--- src/rtl/clint_trap_ctrl.sv ---
// clint_trap_ctrl: machine-mode trap sequencer driving the CSR file's
// secondary (clint) write port.
//
// Accepts ecall/ebreak/mret from EX and the level timer/external interrupt
// lines while idle. It then holds the pipeline and writes mepc, mcause and
// mstatus, one CSR per cycle. It finishes with a one-cycle PC redirect to
// mtvec (trap entry) or to mepc (mret).
//
// Ports
//   clk, rst              clock, asynchronous active-low reset
//   ecall_i/ebreak_i      synchronous trap requests from EX
//   mret_i                return-from-trap request from EX
//   inst_addr_i           PC of the instruction in EX
//   jump_flag_i/_addr_i   EX redirect and its target (interrupt return point)
//   int_flag_i[1:0]       level interrupts: [0] timer, [1] external
//   global_int_en_i       mstatus.MIE
//   csr_mtvec_i/_mepc_i/_mstatus_i  current CSR values
//   hold_o                pipeline stall
//   csr_we_o/_waddr_o/_data_o       CSR write port
//   int_assert_o/_addr_o  one-cycle PC redirect
module clint_trap_ctrl #(
  parameter logic [31:0] TIMER_CAUSE  = 32'h8000_0007,
  parameter logic [31:0] EXT_CAUSE    = 32'h8000_000B,
  parameter logic [31:0] ECALL_CAUSE  = 32'd11,
  parameter logic [31:0] EBREAK_CAUSE = 32'd3
) (
  input  logic        clk,
  input  logic        rst,
  input  logic        ecall_i,
  input  logic        ebreak_i,
  input  logic        mret_i,
  input  logic [31:0] inst_addr_i,
  input  logic        jump_flag_i,
  input  logic [31:0] jump_addr_i,
  input  logic [1:0]  int_flag_i,
  input  logic        global_int_en_i,
  input  logic [31:0] csr_mtvec_i,
  input  logic [31:0] csr_mepc_i,
  input  logic [31:0] csr_mstatus_i,
  output logic        hold_o,
  output logic        csr_we_o,
  output logic [31:0] csr_waddr_o,
  output logic [31:0] csr_data_o,
  output logic        int_assert_o,
  output logic [31:0] int_addr_o
);

  localparam logic [31:0] CSR_MSTATUS = 32'h0000_0300;
  localparam logic [31:0] CSR_MEPC    = 32'h0000_0341;
  localparam logic [31:0] CSR_MCAUSE  = 32'h0000_0342;

  typedef enum logic [2:0] {
    IDLE,
    W_MEPC,
    W_MCAUSE,
    W_MSTATUS,
    T_JUMP,
    R_MSTATUS,
    R_JUMP
  } state_e;

  state_e      state_q;
  logic [31:0] cause_q, cause_d;
  logic [31:0] epc_q, epc_d;
  logic        sync_req, int_req, accept;

  always_comb begin
    sync_req = ecall_i | ebreak_i;
    int_req  = global_int_en_i & (|int_flag_i);
    // Gated by rst so every output reads 0 while reset is asserted.
    accept   = rst & (state_q == IDLE) & (sync_req | mret_i | int_req);

    cause_d = EXT_CAUSE;
    if (ecall_i)            cause_d = ECALL_CAUSE;
    else if (ebreak_i)      cause_d = EBREAK_CAUSE;
    else if (int_flag_i[0]) cause_d = TIMER_CAUSE;

    // Interrupts resume at the instruction after EX, or at its branch target.
    if (sync_req)         epc_d = inst_addr_i;
    else if (jump_flag_i) epc_d = jump_addr_i;
    else                  epc_d = inst_addr_i + 32'd4;
  end

  always_ff @(posedge clk or negedge rst) begin
    if (!rst) begin
      state_q <= IDLE;
      cause_q <= '0;
      epc_q   <= '0;
    end else begin
      case (state_q)
        IDLE: begin
          if (sync_req || (!mret_i && int_req)) begin
            state_q <= W_MEPC;
            cause_q <= cause_d;
            epc_q   <= epc_d;
          end else if (mret_i) begin
            state_q <= R_MSTATUS;
          end
        end
        W_MEPC:    state_q <= W_MCAUSE;
        W_MCAUSE:  state_q <= W_MSTATUS;
        W_MSTATUS: state_q <= T_JUMP;
        R_MSTATUS: state_q <= R_JUMP;
        default:   state_q <= IDLE;
      endcase
    end
  end

  always_comb begin
    hold_o       = accept | (state_q != IDLE);
    csr_we_o     = 1'b0;
    csr_waddr_o  = '0;
    csr_data_o   = '0;
    int_assert_o = 1'b0;
    int_addr_o   = '0;
    case (state_q)
      W_MEPC: begin
        csr_we_o    = 1'b1;
        csr_waddr_o = CSR_MEPC;
        csr_data_o  = epc_q;
      end
      W_MCAUSE: begin
        csr_we_o    = 1'b1;
        csr_waddr_o = CSR_MCAUSE;
        csr_data_o  = cause_q;
      end
      W_MSTATUS: begin
        // MPIE <= MIE, MIE <= 0
        csr_we_o    = 1'b1;
        csr_waddr_o = CSR_MSTATUS;
        csr_data_o  = {csr_mstatus_i[31:8], csr_mstatus_i[3],
                       csr_mstatus_i[6:4], 1'b0, csr_mstatus_i[2:0]};
      end
      T_JUMP: begin
        int_assert_o = 1'b1;
        int_addr_o   = csr_mtvec_i;
      end
      R_MSTATUS: begin
        // MIE <= MPIE, MPIE <= 1
        csr_we_o    = 1'b1;
        csr_waddr_o = CSR_MSTATUS;
        csr_data_o  = {csr_mstatus_i[31:8], 1'b1,
                       csr_mstatus_i[6:4], csr_mstatus_i[7], csr_mstatus_i[2:0]};
      end
      R_JUMP: begin
        int_assert_o = 1'b1;
        int_addr_o   = csr_mepc_i;
      end
      default: ;
    endcase
  end

endmodule

--- config.mk ---
export PLATFORM = sky130hd
export DESIGN_NAME = clint_trap_ctrl
export DESIGN_NICKNAME = d
export VERILOG_FILES = /design/src/rtl/clint_trap_ctrl.sv
export SDC_FILE = /design/constraint.sdc
export NUM_CORES = 1
export LEC_CHECK = 0
export BUFFER_PORTS_ARGS = -buffer_cell sky130_fd_sc_hd__clkbuf_2
export CAP_MARGIN = 30
export CORE_ASPECT_RATIO = 0.6
export CORE_MARGIN = 10
export CORE_UTILIZATION = 25
export CTS_BUF_LIST = sky130_fd_sc_hd__clkbuf_16
export DETAILED_ROUTE_END_ITERATION = 16
export HOLD_SLACK_MARGIN = 0.03
export SYNTH_ARGS = -nofsm -noshare
export SYNTH_HDL_FRONTEND = slang
export SYNTH_SLANG_ARGS = --single-unit
--- constraint.sdc ---
create_clock -name clk -period 4.6 [get_ports clk]
set_input_delay 0.46 -clock clk [delete_from_list [all_inputs] [get_ports clk]]
set_output_delay 0.46 -clock clk [all_outputs]
set_load 0.005 [all_outputs]
======== After elaboration in Yosys (flattened, before gate mapping) ========
Index checks and enable logic that the tools add are counted.
word-level totals
  register bits after elaboration ......... 67
  latch bits .............................. 0
  memory bits (writable) .................. 0
  ROM bits ................................ 0
  input bits .............................. 169
  word-level logic and storage cells ...... 41
  memories ................................ 0
cells by class
  add/sub/neg operators ................... 1
  multipliers ............................. 0
  div/mod/pow operators ................... 0
  $lt $le $gt $ge ......................... 0
  equal/unequal tests ..................... 7
  shifts and indexed selects .............. 0
  multiplexer cells ....................... 13
  bitwise operators ....................... 7
  reductions and logical operators ........ 10
operator list
  operator               count
  $mux 32                4
  $pmux 32 s4            1
  $pmux 32 s2            1
  $add 32x3->32 const B  1
  $pmux 10 s3            1
  $pmux 3 s5             1
  $eq 3x3->1 const B     3
  $eq 3x2->1 const B     2
  $mux 3                 2
  $reduce_or 2->1        3
  $mux 4                 1
  $or 1x1->1             4
  $reduce_or 4->1        1
  $and 1x1->1            3
  $eq 3x1->1 const B     1
  $logic_not 3->1        1
  $ne 3x2->1 const B     1
  $reduce_bool 3->1      1
  $mux 1                 2
  $reduce_and 2->1       1
  $logic_and 1x1->1      1
  $logic_not 1->1        1
  $logic_or 1x1->1       1

======== Depth between registers and ports, before layout ========
  depth in word-level cells ............... 6
  depth in mapped cells ................... 8
  mapped depth without buffers ............ 6

======== Least setup slack after synthesis ========
OpenSTA, ideal clock, no wires.
  path kind ............................... register to output
  start point ............................. register state_q[1]
  end point ............................... output port csr_data_o[10]
  data arrival time ....................... 1.645 ns
  required time ........................... 4.140 ns
  setup slack ............................. 2.495 ns
  cell stages (with the launch flop) ...... 6
  cells stage by stage .................... dfrtp_1 > clkbuf_1 > nand2b_1 > a21boi_1 > clkbuf_1 > a22o_1
on the way
  cells in the longest elaborated chain, start to end .. 2
ends and longest elaborated chain
  element                                   RTL line  RTL
  start: declaration                        62        state_e state_q;
  start signal: assignment                  86        state_q <= IDLE;
  start signal: assignment                  93        state_q <= W_MEPC;
  start signal: assignment                  97        state_q <= R_MSTATUS;
  $eq 3x3->1, or another cell as far along  116       case (state_q)
  $pmux 32 s4 (*)                           116
  end: declaration                          43        output logic [31:0] csr_data_o,
Mark *: on every way between the ends. The rest lies on a longest branch, timed or not.

======== Final worst setup path ========
Same ends and word-level chain as after synthesis.

==> summary.md <==
| Metric | Value |
|---|---|
| # Max-Cap Violations | `0` |
| XOR/XNOR share of the synthesized area | `0.222%` |
| # Post-CTS Setup Buffers | `0` |
| Post-Synth Adder-Cell Area | `0.317%` |
| P per Cell Area | `477 mW/mm^2` |
| Worst Path Buf+Inv | `2` |
| Clock-pin transition on the worst setup and hold timing paths | `60 ps` |
| Vias in the first global route | `4571` |
| WP data arrival | `2680 ps` |
| Row Count | `35` |
| Cell Area, Synth | `0.00395 mm^2` |
| Hold buffers post-CTS | `0` |
| Final min period | `3140 ps` |
| ANT cells | `0` |
| DP Wirelength | `14600 um` |
| Num CTS Buffers | `5` |
| Commonest non-fill, non-tap cell in the layout | `clkbuf_2` |
| Clk_lat worst skew | `280 ps` |
| Post-layout nets | `896` |
| Vias | `4622` |
| Slowest stage delay, CP | `780 ps` |
| Final hold viol count | `0` |
| Crit end category | `primary output` |
| Met1 Resource Use GR | `22.0%` |
| Worst-path cell chain | `nand2b_1 > a21boi_2 > buf_4 > a22o_1 > clkbuf_2` |
| Layout Skew | `3.90 ps` |
| Critical Path RT | `4140 ps` |
| Synth Warn # | `0` |
| Setup violations, final | `0` |
| Most frequent cells in the layout | `240 x clkbuf_2, 63 x nor2_1, 47 x nand2_1` |
| Compound-gate portion of the synthesized area | `26.5%` |
| Multiplexer area fraction after synthesis | `10.3%` |
| F_max | `0.319 GHz` |
| Crit start category | `flip-flop` |
| PostCTS Resize Cnt | `0` |
| Register area share after synthesis | `24.7%` |
| Htree depth | `2` |
| CP max-delay cell | `dfrtp_2` |
| First-pass GRT wire length | `27000 um` |
| Die Area | `0.0214 mm^2` |
| LEAKAGE | `2.63 nW` |
| Area grow syn2layout | `35.2%` |
| Starting Density | `25.6%` |
| Final period utilization | `68.2%` |
| Clock sink total | `39` |
| CTS tree | `yes` |
| Reg2reg setup slack | `1840 ps` |
| Post-synth ARST share | `100%` |
| GR Util met2 | `22.9%` |
| R2r endpoint | `epc_q[31]` |
| GR Layer Usage met3 | `5.16%` |
| GRT Max-Usage Layer | `met2` |
| # port buffers | `240` |
| Antenna violations before repair | `0` |
| Die Y | `117 um` |
| Largest family of logic cells by synthesized area | `simple AND/OR/NAND/NOR gates` |
| EDFF count, synth | `0` |
| Pin count of the biggest net entering global routing | `43` |
| Fin area | `0.00534 mm^2` |
| Fin util | `34.6%` |
| Slew @ Worst Pin | `977 ps` |
| Max_slew headroom | `34.8%` |
| Hold Path Class | `in -> async` |
| Critical path start-end classification | `reg -> out` |
| Avg Vias per Cell | `4.97` |
| Max Buffers Root-to-Sink | `2` |
| GPL Wtd Cong | `0.863` |
| R2R depth | `7` |
| Synth Area per Inst | `7.66 um^2` |
| Worst Path Max Fanout | `27` |
| Yosys reg bits | `39` |
| Delay-heaviest family, CP | `compound AO/OA/AOI/OAI gates` |
| Gate Count Post-Synth | `515` |
| Fraction of layout cells with a size suffix above 1 | `38.7%` |
| DR iter-0 viols | `280` |
| Number of I/O pins | `268` |
| CTS root buffer | `clkbuf_16` |
| Cell Area, Placed | `0.00516 mm^2` |
| Die X-Extent | `182 um` |
| Final Slew Violations | `0` |
| GRT overflow | `0` |
| Outcome | `complete, no violations` |
| Post-synth cell types | `64` |
| Post-Route WL | `17800 um` |
| All-Layer GR Usage | `15.5%` |
| RSZ-0062 raised after global routing | `no` |
| R2r startpoint | `state_q[1]` |
| DRT antenna net count | `0` |
| Setup TNS | `0 ps` |
| TritonRoute pass-1 iters | `5` |
| Wirelength per Cell | `19.2 um` |
| Synth Area in Simple Gates | `26.9%` |
| VDD IR-drop max | `0.155 mV` |
| Ys flop type | `dfrtp_1` |
| Core Region | `0.0154 mm^2` |
| DRC errors left | `0` |
-- cell usage after synthesis, types with 3 or more instances --
library cell,count,share of area [%]
a22oi_1,7,1.3
a31oi_1,13,2.1
o31ai_1,7,1.3
a22o_1,29,6.4
clkbuf_1,29,2.8
nor4_2,3,0.95
nor2_1,65,6.2
a311oi_1,4,0.89
mux2i_1,36,9.1
and2_1,8,1.3
or3_1,7,1.1
o22ai_1,8,1.3
a21oi_1,28,3.6
nand2b_1,8,1.3
nand2_1,47,4.5
buf_1,4,0.38
inv_1,5,0.48
buf_6,4,1.1
nand3_1,10,1.3
o21ai_0,30,3.8
mux2_2,4,1.1
nand4_1,17,2.7
nor3_1,10,1.3
buf_2,5,0.63
o21ai_1,3,0.38
and3_1,6,0.95
dfrtp_1,39,25
nor4_1,3,0.48
buf_4,29,5.5
-- power by group --
part	internal, mW	total [mW]	switching (mW)
Sequential	0.506	0.714	0.208
Combinational	0.666	1.44	0.772
Clock	0.253	0.393	0.140
-- kinds of logic (layout without fill, tap and decap cells) --
family,after synthesis,count (layout)
other,1,27
AND/OR/NAND/NOR,203,203
XOR/XNOR,1,1
buffers and inverters,76,262
adder cells (fa/ha/maj),1,1
AO/OA/AOI/OAI,154,154
flip-flops,39,39
multiplexers,40,40
-- through the flow --
step / setup slack (ps) / cells / hold WS [ps] / power [mW]
after floorplan: 2500 / 541 / 164 / 1.57
after global placement: 1790 / 921 / 452 / 2.15
final: 1460 / 930 / 246 / 2.54
after CTS: 1450 / 929 / 270 / 2.56
after detailed placement: 1750 / 921 / 448 / 2.16
after global routing: 1260 / 930 / 293 / 2.76
-- area by class of cell --
cell class              count  area, um^2
fillers                  1679       10100
multi-input cells         426        2650
repair buffers            249        1280
flip-flops and latches     39         977
well taps                 203         254
clock buffers               5         125
clock inverters             3        38.8
inverters                   5        18.8
-- how the worst max path moves through the flow --
| stage | slack (ps) | from | cells after the start | to |
|---|---|---|---|---|
| 2_1_floorplan | 2500 | state_q[1] | 5 | csr_data_o[10] |
| 3_3_place_gp | 1790 | state_q[1] | 5 | csr_data_o[4] |
| 3_5_place_dp | 1750 | state_q[1] | 5 | csr_data_o[10] |
| 4_1_cts | 1450 | state_q[1] | 5 | csr_data_o[10] |
| 5_1_grt | 1260 | state_q[1] | 5 | csr_data_o[9] |
| 6_report | 1460 | state_q[1] | 5 | csr_data_o[10] |
-- sequential cells by signal (all words and copies together) (netlist names) --
name     count
cause_q      4
state_q      3
epc_q       32
-- metal layers --
layer / wire length (um) / up-vias / part of all wire [%]
met1: 8420 / 2146 / 47
met5: 0 / - / 0
met3: 1540 / 7 / 8.6
met4: 71 / 0 / 0.40
met2: 7820 / 184 / 44
li1: - / 2285 / -
No activity file was read; power rests on OpenSTA's default activity.
